**config.mk**
```make
export PLATFORM = sky130hd
export DESIGN_NAME = alarm_timekeeper
export DESIGN_NICKNAME = d
export VERILOG_FILES = /design/src/rtl/alarm_timekeeper.sv
export SDC_FILE = /design/constraint.sdc
export NUM_CORES = 1
export LEC_CHECK = 0
export BUFFER_PORTS_ARGS = -buffer_cell sky130_fd_sc_hd__buf_2
export CAP_MARGIN = 20
export CORE_ASPECT_RATIO = 1.5
export CORE_MARGIN = 3
export CORE_UTILIZATION = 30
export CTS_CLUSTER_SIZE = 30
export DETAILED_ROUTE_END_ITERATION = 10
export GPL_TIMING_DRIVEN = 0
export PLACE_DENSITY = 0.56
export SLEW_MARGIN = 10
export SYNTH_ARGS = -nofsm -noshare
export SYNTH_HDL_FRONTEND = slang
export SYNTH_SLANG_ARGS = --single-unit
```
**constraint.sdc**
```tcl
create_clock -name CP -period 3.5 [get_ports CP]
set_input_delay 0.175 -clock CP [delete_from_list [all_inputs] [get_ports CP]]
set_output_delay 0.175 -clock CP [all_outputs]
set_load 0.03 [all_outputs]
```
**src/rtl/alarm_timekeeper.sv**
```systemverilog
// -----------------------------------------------------------------------------
// alarm_timekeeper
//
// This is a BCD time-of-day core. Hours run 00-23, and every time value is
// packed two-digit BCD. The core has NUM_ALARMS programmable alarm channels, a
// ring state machine with a timeout and an acknowledge, and an optional
// top-of-hour pre-chime.
//
// Ports
//   CP              system clock, rising edge
//   CR              asynchronous active-high reset
//   TICK            1 Hz enable pulse, one CP cycle wide
//   CE              count enable (gates TICK for timekeeping only)
//   PE              load strobe for D_H/D_M/D_S (has priority over TICK)
//   D_H/D_M/D_S     BCD load value
//   Q_H/Q_M/Q_S     BCD current time
//   TC_S/TC_M/TC_H  one-cycle rollover pulses
//   LD_ERR          one-cycle pulse when a load is rejected
//   AL_WE/AL_SEL    alarm register write strobe / channel index
//   AL_H/AL_M/AL_EN alarm time and arm bit to be written
//   AL_ACK          stop ringing
//   RING/RING_ID    alarm sounding / channels that caused the current ring
//   CHIME           high for the last five seconds of every hour
// -----------------------------------------------------------------------------
module alarm_timekeeper #(
  parameter int NUM_ALARMS = 4,
  parameter int RING_SECS  = 30,
  parameter int CHIME_EN   = 1,
  localparam int SEL_W     = (NUM_ALARMS > 1) ? $clog2(NUM_ALARMS) : 1
) (
  input  logic                  CP,
  input  logic                  CR,
  input  logic                  TICK,
  input  logic                  CE,
  input  logic                  PE,
  input  logic [7:0]            D_H,
  input  logic [7:0]            D_M,
  input  logic [7:0]            D_S,
  output logic [7:0]            Q_H,
  output logic [7:0]            Q_M,
  output logic [7:0]            Q_S,
  output logic                  TC_S,
  output logic                  TC_M,
  output logic                  TC_H,
  output logic                  LD_ERR,
  input  logic                  AL_WE,
  input  logic [SEL_W-1:0]      AL_SEL,
  input  logic [7:0]            AL_H,
  input  logic [7:0]            AL_M,
  input  logic                  AL_EN,
  input  logic                  AL_ACK,
  output logic                  RING,
  output logic [NUM_ALARMS-1:0] RING_ID,
  output logic                  CHIME
);

  localparam logic [7:0] RING_LIM = 8'(RING_SECS);

  // Add one to a valid two-digit BCD value. The caller handles wrap-around.
  function automatic logic [7:0] bcd_inc(input logic [7:0] v);
    if (v[3:0] == 4'd9) return {v[7:4] + 4'd1, 4'd0};
    else                return {v[7:4], v[3:0] + 4'd1};
  endfunction

  // Both digits must be 0-9, and the packed value must not exceed the limit.
  function automatic logic bcd_ok(input logic [7:0] v, input logic [7:0] lim);
    return (v[3:0] <= 4'd9) && (v[7:4] <= 4'd9) && (v <= lim);
  endfunction

  // ---------------------------------------------------------------------------
  // Time-of-day counter
  // ---------------------------------------------------------------------------
  logic [7:0] h_reg, m_reg, s_reg, h_next, m_next, s_next;
  logic       tc_s_reg, tc_m_reg, tc_h_reg, tc_s_next, tc_m_next, tc_h_next;
  logic       ld_err_reg, ld_err_next;
  logic       s_wrap, m_wrap, h_wrap, tick_ok, load_ok;
  logic [7:0] h_cnt, m_cnt, s_cnt;

  assign s_wrap  = (s_reg == 8'h59);
  assign m_wrap  = s_wrap && (m_reg == 8'h59);
  assign h_wrap  = m_wrap && (h_reg == 8'h23);
  assign s_cnt   = s_wrap ? 8'h00 : bcd_inc(s_reg);
  assign m_cnt   = s_wrap ? ((m_reg == 8'h59) ? 8'h00 : bcd_inc(m_reg)) : m_reg;
  assign h_cnt   = m_wrap ? ((h_reg == 8'h23) ? 8'h00 : bcd_inc(h_reg)) : h_reg;
  // A load in the same cycle drops the tick, so the tick cannot cause a match.
  assign tick_ok = TICK && CE && !PE;
  assign load_ok = bcd_ok(D_H, 8'h23) && bcd_ok(D_M, 8'h59) && bcd_ok(D_S, 8'h59);

  always_comb begin
    h_next      = h_reg;
    m_next      = m_reg;
    s_next      = s_reg;
    tc_s_next   = 1'b0;
    tc_m_next   = 1'b0;
    tc_h_next   = 1'b0;
    ld_err_next = 1'b0;
    if (PE) begin
      if (load_ok) begin
        h_next = D_H;
        m_next = D_M;
        s_next = D_S;
      end else begin
        ld_err_next = 1'b1;
      end
    end else if (tick_ok) begin
      h_next    = h_cnt;
      m_next    = m_cnt;
      s_next    = s_cnt;
      tc_s_next = s_wrap;
      tc_m_next = m_wrap;
      tc_h_next = h_wrap;
    end
  end

  always_ff @(posedge CP or posedge CR) begin
    if (CR) begin
      h_reg      <= 8'h00;
      m_reg      <= 8'h00;
      s_reg      <= 8'h00;
      tc_s_reg   <= 1'b0;
      tc_m_reg   <= 1'b0;
      tc_h_reg   <= 1'b0;
      ld_err_reg <= 1'b0;
    end else begin
      h_reg      <= h_next;
      m_reg      <= m_next;
      s_reg      <= s_next;
      tc_s_reg   <= tc_s_next;
      tc_m_reg   <= tc_m_next;
      tc_h_reg   <= tc_h_next;
      ld_err_reg <= ld_err_next;
    end
  end

  // ---------------------------------------------------------------------------
  // Alarm registers and match detection
  // ---------------------------------------------------------------------------
  logic [7:0]            al_h_reg [NUM_ALARMS];
  logic [7:0]            al_m_reg [NUM_ALARMS];
  logic [NUM_ALARMS-1:0] al_en_reg;
  logic [NUM_ALARMS-1:0] match_vec;

  // Indices at or above NUM_ALARMS match no channel, so those writes are lost.
  always_ff @(posedge CP or posedge CR) begin
    if (CR) begin
      al_en_reg <= '0;
      for (int i = 0; i < NUM_ALARMS; i++) begin
        al_h_reg[i] <= 8'h00;
        al_m_reg[i] <= 8'h00;
      end
    end else if (AL_WE) begin
      for (int i = 0; i < NUM_ALARMS; i++) begin
        if (AL_SEL == SEL_W'(i)) begin
          al_h_reg[i]  <= AL_H;
          al_m_reg[i]  <= AL_M;
          al_en_reg[i] <= AL_EN;
        end
      end
    end
  end

  // A match happens only on a counted tick that lands on HH:MM:00. The compare
  // is made against the incremented time. That time is always valid BCD, so an
  // alarm stored with invalid BCD never fires.
  for (genvar gi = 0; gi < NUM_ALARMS; gi++) begin : g_match
    assign match_vec[gi] = tick_ok && s_wrap && al_en_reg[gi] &&
                           (al_h_reg[gi] == h_cnt) && (al_m_reg[gi] == m_cnt);
  end

  // ---------------------------------------------------------------------------
  // Ring FSM
  // ---------------------------------------------------------------------------
  typedef enum logic {ST_IDLE, ST_RINGING} ring_state_t;

  ring_state_t           state_reg, state_next;
  logic [7:0]            cnt_reg, cnt_next;
  logic [NUM_ALARMS-1:0] id_reg, id_next;

  always_ff @(posedge CP or posedge CR) begin
    if (CR) begin
      state_reg <= ST_IDLE;
      cnt_reg   <= 8'd0;
      id_reg    <= '0;
    end else begin
      state_reg <= state_next;
      cnt_reg   <= cnt_next;
      id_reg    <= id_next;
    end
  end

  always_comb begin
    state_next = state_reg;
    cnt_next   = cnt_reg;
    id_next    = id_reg;
    case (state_reg)
      ST_IDLE: begin
        if (|match_vec) begin
          state_next = ST_RINGING;
          cnt_next   = 8'd0;
          id_next    = match_vec;
        end
      end
      ST_RINGING: begin
        // A new match outranks both acknowledge and timeout and restarts the ring.
        if (|match_vec) begin
          cnt_next = 8'd0;
          id_next  = id_reg | match_vec;
        end else if (AL_ACK) begin
          state_next = ST_IDLE;
          cnt_next   = 8'd0;
          id_next    = '0;
        end else if (TICK) begin
          // The ring duration counts raw ticks, so it keeps running while CE is low.
          if (cnt_reg + 8'd1 == RING_LIM) begin
            state_next = ST_IDLE;
            cnt_next   = 8'd0;
            id_next    = '0;
          end else begin
            cnt_next = cnt_reg + 8'd1;
          end
        end
      end
      default: begin
        state_next = ST_IDLE;
        cnt_next   = 8'd0;
        id_next    = '0;
      end
    endcase
  end

  // ---------------------------------------------------------------------------
  // Outputs
  // ---------------------------------------------------------------------------
  assign Q_H     = h_reg;
  assign Q_M     = m_reg;
  assign Q_S     = s_reg;
  assign TC_S    = tc_s_reg;
  assign TC_M    = tc_m_reg;
  assign TC_H    = tc_h_reg;
  assign LD_ERR  = ld_err_reg;
  assign RING    = (state_reg == ST_RINGING);
  assign RING_ID = id_reg;

  if (CHIME_EN != 0) begin : g_chime
    assign CHIME = (m_reg == 8'h59) && (s_reg >= 8'h55) && (s_reg <= 8'h59);
  end else begin : g_no_chime
    assign CHIME = 1'b0;
  end

endmodule

```
==> metrics.md, run 1 <==
| Metric | Value |
|---|---|
| Die area | `24400 um^2` |
| Mapped Cells | `691` |
| CP required | `3.74 ns` |
| Worst setup SP type | `flip-flop` |
| CTS Root Cell | `clkbuf_16` |
| Die height | `190 um` |
| Fill cells | `2221` |
| Global-route wire length before repair | `34000 um` |
| Mean Syn Cell Area | `9.80 um^2` |
| IO buf count | `83` |
| RSZ-0062 raised after global routing | `true` |
| Netlist cell types | `71` |
| Post-DR wirelength/cell | `20.0 um` |
| Via density | `5.47` |
| Worst stage delay on the critical path | `0.52 ns` |
| VDD IR-drop max | `0.000207 V` |
| H-tree Lvls | `3` |
| Gr usage total | `0.179` |
| Commonest non-fill, non-tap cell in the layout | `dfrtp_1` |
| DRC | `0` |
| Area post-placement | `7560 um^2` |
| Max Clk Rate | `0.292 GHz` |
| Top Ports | `84` |
| Worst-Margin Slew | `0.780 ns` |
| GP Congestion | `0.922` |
| Placed cells | `1047` |
| Top delay family on crit path | `simple AND/OR/NAND/NOR gates` |
| Area Overhead vs Synth | `23.7%` |
| Worst Path Arrival | `3.66 ns` |
| Diodes inserted | `0` |
| Detail Placement HPWL | `16700 um` |
| Pins Over Slew Limit | `0` |
| Crit end category | `flip-flop` |
| Number of synthesized register bits | `109` |
| Proportion of layout cells with a drive suffix above 1 | `0.328` |
| Max-cap violations | `0` |
| CTS sink count | `109` |
| Period utilization | `0.978` |
| Core area | `22000 um^2` |
| Critical Path Fanout Max | `5` |
| Mapped cell area | `6770 um^2` |
| Ys flop type | `dfrtp_1` |
| Most frequent cells in the layout | `dfrtp_1, buf_2, mux2_2` |
| Post-detailed-routing wire length | `21900 um` |
| Number of synthesized flops with an enable pin | `0` |
| Vias | `5975` |
| Initial core utilization | `0.308` |
| Net Count, Synth | `753` |
| Vias in the first global route | `5940` |
| Asr flop ratio synth | `1.00` |
| Largest net degree at the start of global routing | `77` |
| Worst slew margin | `0.478` |
| Row count | `66` |
| Final setup fails | `0` |
| Pwr/cell area | `496 nW/um^2` |
| Slowest stage cell, crit path | `or4_4` |
| ANT nets after route | `0` |
| Critical path class | `reg -> reg` |
| Worst Hold Class | `in -> reg` |
| Most frequent CP cell | `or4_4` |
| Clk slew on worst S/H paths | `0.08 ns` |
| Outcome | `completed` |
| Final Hold Fails | `0` |
| Die X | `129 um` |
| Worst skew pair latency | `0.36 ns` |
| Clk buf depth | `2` |
| Fin cells | `1092` |
| Tmin final | `3.42 ns` |
| GRT overflow | `0` |
| TritonCTS clock tree | `done` |
| # nets final | `877` |
| Worst-path cell chain | `inv_2, ha_2, nand3b_1, buf_6, or4_4, and2_4, a2111o_1, or4_4, a2bb2o_4, or2_4, buf_4, a21oi_1` |
| Initial drt markers | `430` |
| Final Cell Area | `8380 um^2` |
| Ys Warns | `0` |
| Leak pwr | `3.49 nW` |
| Register area share after synthesis | `0.403` |
| Fin Clk Skew | `0.0139 ns` |
| Initial antenna violation count | `4` |
| Total CTS buffers | `9` |
| 1st-pass router iterations | `5` |
| Critical path buffer and inverter count | `3` |
[synthesized netlist by cell type (13+ instances only)]
cell | n | area, um^2
o21ai_0 | 35 | 175
clkbuf_1 | 17 | 63.8
nor2_1 | 47 | 176
dfrtp_1 | 109 | 2730
nor3_1 | 15 | 75.1
xor2_1 | 20 | 175
nand3_1 | 27 | 135
mux2_2 | 71 | 800
buf_2 | 13 | 65.1
nand2b_1 | 13 | 81.3
xnor2_1 | 35 | 307
nand2_1 | 41 | 154
inv_1 | 21 | 78.8
a21oi_1 | 53 | 265
[cell type report]
cell class	count	area, um^2	share of cell area
plain buffers	30	176	0.0211
clock buffers	10	229	0.0273
clock inverters	6	46.3	0.00553
inverters	21	83.8	0.0100
multi-input cells	528	4070	0.485
flip-flops and latches	109	2730	0.326
well taps	272	340	0.0406
repair buffers	116	703	0.0839
[cell families (layout without fill, tap and decap cells)]
| kind of cell | after synthesis | count (layout) | share of synthesized area |
|---|---|---|---|
| AOI/OAI and AO/OA | 161 | 161 | 0.156 |
| xor gates and xnor gates | 55 | 55 | 0.0711 |
| and+or+nand+nor | 218 | 218 | 0.179 |
| adders and majority gates | 12 | 12 | 0.0222 |
| DFF | 109 | 109 | 0.403 |
| muxes | 82 | 82 | 0.134 |
| buffers and inverters | 54 | 183 | 0.0346 |
[metrics by stage]
step                      utilization  setup WS (ns)  TNS, ns  power, mW  hold slack, ns
final                           0.381         0.0786        0       4.16          0.0842
after global routing            0.381       -0.00744  -0.0182       4.38          0.0896
after CTS                       0.368        0.00726        0       4.07          0.0819
after detailed placement        0.344         -0.635    -7.96       3.02           0.180
after global placement          0.343          -1.06  -122.11       3.00           0.457
after floorplan                     -         0.0571        0       2.58           0.326
[routing by layer]
layer | GRT usage | vias to the layer above | share of wire
met5 | 0 | - | 0.0017
met4 | 0.0986 | 8 | 0.052
met2 | 0.314 | 188 | 0.52
met1 | 0.207 | 2919 | 0.38
met3 | 0.0256 | 56 | 0.048
li1 | - | 2804 | -
[power breakdown]
group	total (mW)	internal, mW	switching (mW)	leakage (nW)
Clock	0.985	0.489	0.496	0.129
Sequential	1.72	1.47	0.247	1.32
Combinational	1.46	0.642	0.814	2.04
Total	4.16	2.60	1.56	3.49
[worst paths after layout]
check	startpoint	endpoint	slack [ns]	cells after the start
max	Q_S[5]$_DFFE_PP0P_	cnt_reg[4]$_DFFE_PP0P_	0.08	12
min	AL_H[1]	al_h_reg[17]$_DFFE_PP0P_	0.08	2
max reg2reg	Q_S[5]$_DFFE_PP0P_	cnt_reg[4]$_DFFE_PP0P_	0.08	12
min reg2reg	RING_ID[1]$_DFFE_PP0P_	RING_ID[1]$_DFFE_PP0P_	0.50	1
max in group asynchronous	CR	Q_H[0]$_DFFE_PP0P_	2.41	4
min in group asynchronous	CR	Q_S[3]$_DFFE_PP0P_	0.33	3
[repair_timing]
| action | 4_1_cts | 5_1_grt |
|---|---|---|
| hold buffers | 1 | 0 |
| endpoints found under the setup margin | 13 | 13 |
| cloned | 0 | 2 |
| hold endpoints to repair | 33 | 0 |
| resized for setup | 30 | 37 |
| pin swaps | 5 | 7 |
| setup buffers | 10 | 19 |
No activity file was read; power rests on OpenSTA's default activity.
==> run 2, diff against run 1 <==
--- a/config.mk
+++ b/config.mk
@@ -13,7 +13,7 @@
 export CTS_CLUSTER_SIZE = 30
 export DETAILED_ROUTE_END_ITERATION = 10
 export GPL_TIMING_DRIVEN = 0
-export PLACE_DENSITY = 0.56
+export PLACE_DENSITY = 0.55
 export SLEW_MARGIN = 10
 export SYNTH_ARGS = -nofsm -noshare
 export SYNTH_HDL_FRONTEND = slang
==> constraint.sdc (replaced) <==
create_clock -name CP -period 3.9 [get_ports CP]
set_input_delay 0.195 -clock CP [delete_from_list [all_inputs] [get_ports CP]]
set_output_delay 0.195 -clock CP [all_outputs]
set_load 0.03 [all_outputs]
==> metrics.md, run 2 (synthesized netlist as in run 1, its figures left out) <==
| Metric | Value |
|---|---|
| Outcome | `completed` |
| Initial drt markers | `407 (-5.3%)` |
| Vias | `5809 (-2.8%)` |
| Final Hold Fails | `0 (unchanged)` |
| Int Power | `2.28 mW (-12%)` |
| Fin worst setup slack | `0.188 ns (+0.110 ns)` |
| Detail Placement HPWL | `16700 um (+0.20%)` |
| CTS Root Cell | `clkbuf_16` |
| Top Ports | `84 (unchanged)` |
| Hold EP | `al_m_reg[1]$_DFFE_PP0P_` |
| Max-cap violations | `0 (unchanged)` |
| TritonCTS clock tree | `done` |
| Worst stage delay on the critical path | `0.61 ns (+0.09 ns)` |
| Commonest non-fill, non-tap cell in the layout | `dfrtp_1` |
| Row count | `66 (unchanged)` |
| GRT overflow | `0 (unchanged)` |
| Worst skew pair latency | `0.36 ns (about the same)` |
| Most frequent cells in the layout | `dfrtp_1, buf_2, mux2_2` |
| Sequential power share | `0.425 (+0.012)` |
| Final setup fails | `0 (unchanged)` |
| Die height | `190 um (unchanged)` |
| Post-DR wirelength/cell | `20.0 um (about the same)` |
| Pwr/cell area | `450 nW/um^2 (-9.2%)` |
| H-tree Lvls | `3 (unchanged)` |
| Area post-placement | `7560 um^2 (unchanged)` |
| Worst slew margin | `0.389 (-0.0882)` |
| Via density | `5.43 (-0.69%)` |
| Worst Path Arrival | `3.95 ns (+0.29 ns)` |
| Slowest stage cell, crit path | `or4_4` |
| DRC | `0 (unchanged)` |
| Fin Clk Skew | `0.0115 ns (-0.00241 ns)` |
| Diodes inserted | `0 (unchanged)` |
| ANT nets after route | `0 (unchanged)` |
| Worst-path cell chain | `ha_1, nand3b_1, buf_2, o41ai_4, o31ai_4, buf_4, xnor2_1, nand4b_1, or4_4, a2bb2o_4, o21ai_1, a31o_1` |
| CP required | `4.14 ns (+0.40 ns)` |
| IO buf count | `83 (unchanged)` |
| Final core utilization | `0.366 (-0.0153)` |
| Total CTS buffers | `9 (unchanged)` |
| Largest net degree at the start of global routing | `71 (-7.8%)` |
| HP Start | `AL_M[1]` |
| Clk buf depth | `2 (unchanged)` |
| Clk slew on worst S/H paths | `0.07 ns (about the same)` |
| Vias in the first global route | `5870 (-1.2%)` |
| Hold Crit Depth | `2 (unchanged)` |
| VDD IR-drop max | `0.000197 V (-5.1%)` |
| RSZ-0062 raised after global routing | `false` |
| Psw | `1.35 mW (-14%)` |
| Worst Hold Class | `in -> reg` |
| CTS sink count | `109 (unchanged)` |
| Total negative slack | `0 ns (unchanged)` |
| Critical path class | `reg -> reg` |
| Proportion of layout cells with a drive suffix above 1 | `0.279 (-0.0495)` |
| Post-detailed-routing wire length | `21400 um (-2.1%)` |
| FF-to-FF path depth | `12 (unchanged)` |
| Initial antenna violation count | `2 (-2)` |
| Worst setup SP type | `flip-flop` |
| Max Clk Rate | `0.269 GHz (-7.8%)` |
| Die X | `129 um (unchanged)` |
| Pins Over Slew Limit | `0 (unchanged)` |
| Global-route wire length before repair | `33800 um (-0.44%)` |
| # nets final | `855 (-2.5%)` |
| Combinational fraction of design power | `0.332 (-0.018)` |
| Critical Path Fanout Max | `10 (+5)` |
| Worst-Margin Slew | `0.908 ns (+0.127 ns)` |
| Area Overhead vs Synth | `18.8%` |
| Period utilization | `0.952 (-0.0258)` |
| Worst R2R Setup Slack | `0.19 ns (+0.11 ns)` |
| R2r startpoint | `Q_M[0]$_DFFE_PP0P_` |
| Crit end category | `flip-flop` |
| 1st-pass router iterations | `6 (+1)` |
| Leak pwr | `3.32 nW (-4.7%)` |
| Gr usage total | `0.178 (-0.00107)` |
| Switch share | `0.371 (-0.00290)` |
| Initial core utilization | `0.308 (unchanged)` |
| GP Congestion | `0.906 (-1.8%)` |
| Core area | `22000 um^2 (unchanged)` |
| Tmin final | `3.71 ns (+0.290 ns)` |
| Final Cell Area | `8040 um^2 (-4.0%)` |
| Dpl ws | `-0.263 ns (+0.372 ns)` |
| Die area | `24400 um^2 (unchanged)` |
| R2r endpoint | `RING_ID[1]$_DFFE_PP0P_` |
| Clk network pwr share | `0.243 (+0.006)` |
run 2: cell count changes in the layout (fill, tap and decap cells not counted), sizes merged:
cell      change
clkinvlp      +1
clkinv        -1
clkbuf        +2
buf          -24
inv           -1
run 2: final cells by class:
class | instances | area (um^2)
Timing Repair Buffer | 93 | 513
Clock buffer | 10 | 239
Fill cell | 2235 | 13900
Multi-Input combinational cell | 528 | 3950
Tap cell | 272 | 340
Clock inverter | 5 | 36.3
Sequential cell | 109 | 2730
Inverter | 21 | 83.8
Buffer | 31 | 153
run 2: power by group through the flow:
stage	Combinational [mW]	Sequential, mW	Clock [mW]
after floorplan	0.732	1.58	0
after global placement	1.15	1.55	0
after detailed placement	1.16	1.55	0
after CTS	1.19	1.53	0.901
after global routing	1.31	1.57	0.931
final	1.20	1.54	0.879
run 2: per-stage QoR:
step                      hold WS [ns]  total power [mW]  cells
after global routing             0.127              3.81   1069
final                            0.111              3.62   1069
after CTS                        0.108              3.62   1068
after detailed placement         0.237              2.71   1047
after floorplan                  0.346              2.32    691
after global placement           0.477              2.69   1046
run 2: critical path: cells and delay by family, from the launching register on:
| family | cells | cell delay [ns] |
|---|---|---|
| flip-flops | 1 | 0.53 |
| AO/OA/AOI/OAI | 5 | 1.19 |
| AND/OR/NAND/NOR | 3 | 1.02 |
| buffers and inverters | 2 | 0.47 |
| adder cells (fa/ha/maj) | 1 | 0.27 |
| XOR/XNOR | 1 | 0.12 |
run 2: repair_timing:
| action | in CTS | in global routing |
|---|---|---|
| pin swaps | 2 | 2 |
| endpoints found under the setup margin | 13 | 13 |
| hold endpoints to repair | 39 | 0 |
| resized for setup | 11 | 13 |
| buffers inserted | 5 | 3 |
| hold buffers | 1 | 0 |
run 2: how the worst max path moves through the flow:
stage | startpoint | to | slack [ns] | depth (start not counted)
floorplan | Q_S[5]$_DFFE_PP0P_ | RING_ID[0]$_DFFE_PP0P_ | 0.46 | 12
global placement | CR | RING_ID[2]$_DFFE_PP0P_ | -0.68 | 2
detailed placement | Q_M[5]$_DFFE_PP0P_ | RING_ID[0]$_DFFE_PP0P_ | -0.26 | 13
CTS | Q_M[5]$_DFFE_PP0P_ | RING_ID[0]$_DFFE_PP0P_ | 0.02 | 14
global route | Q_M[0]$_DFFE_PP0P_ | RING_ID[1]$_DFFE_PP0P_ | 0.008 | 12
finish | Q_M[0]$_DFFE_PP0P_ | RING_ID[1]$_DFFE_PP0P_ | 0.19 | 12
run 2: layer usage:
| layer | vias up | routed length, um | track usage | part of all wire |
|---|---|---|---|---|
| li1 | 2752 | - | - | - |
| met1 | 2818 | 8200 | 0.206 | 0.38 |
| met2 | 176 | 10800 | 0.308 | 0.51 |
| met3 | 59 | 930 | 0.0199 | 0.043 |
| met4 | 4 | 1460 | 0.115 | 0.068 |
| met5 | - | 14 | 0 | 0.00065 |
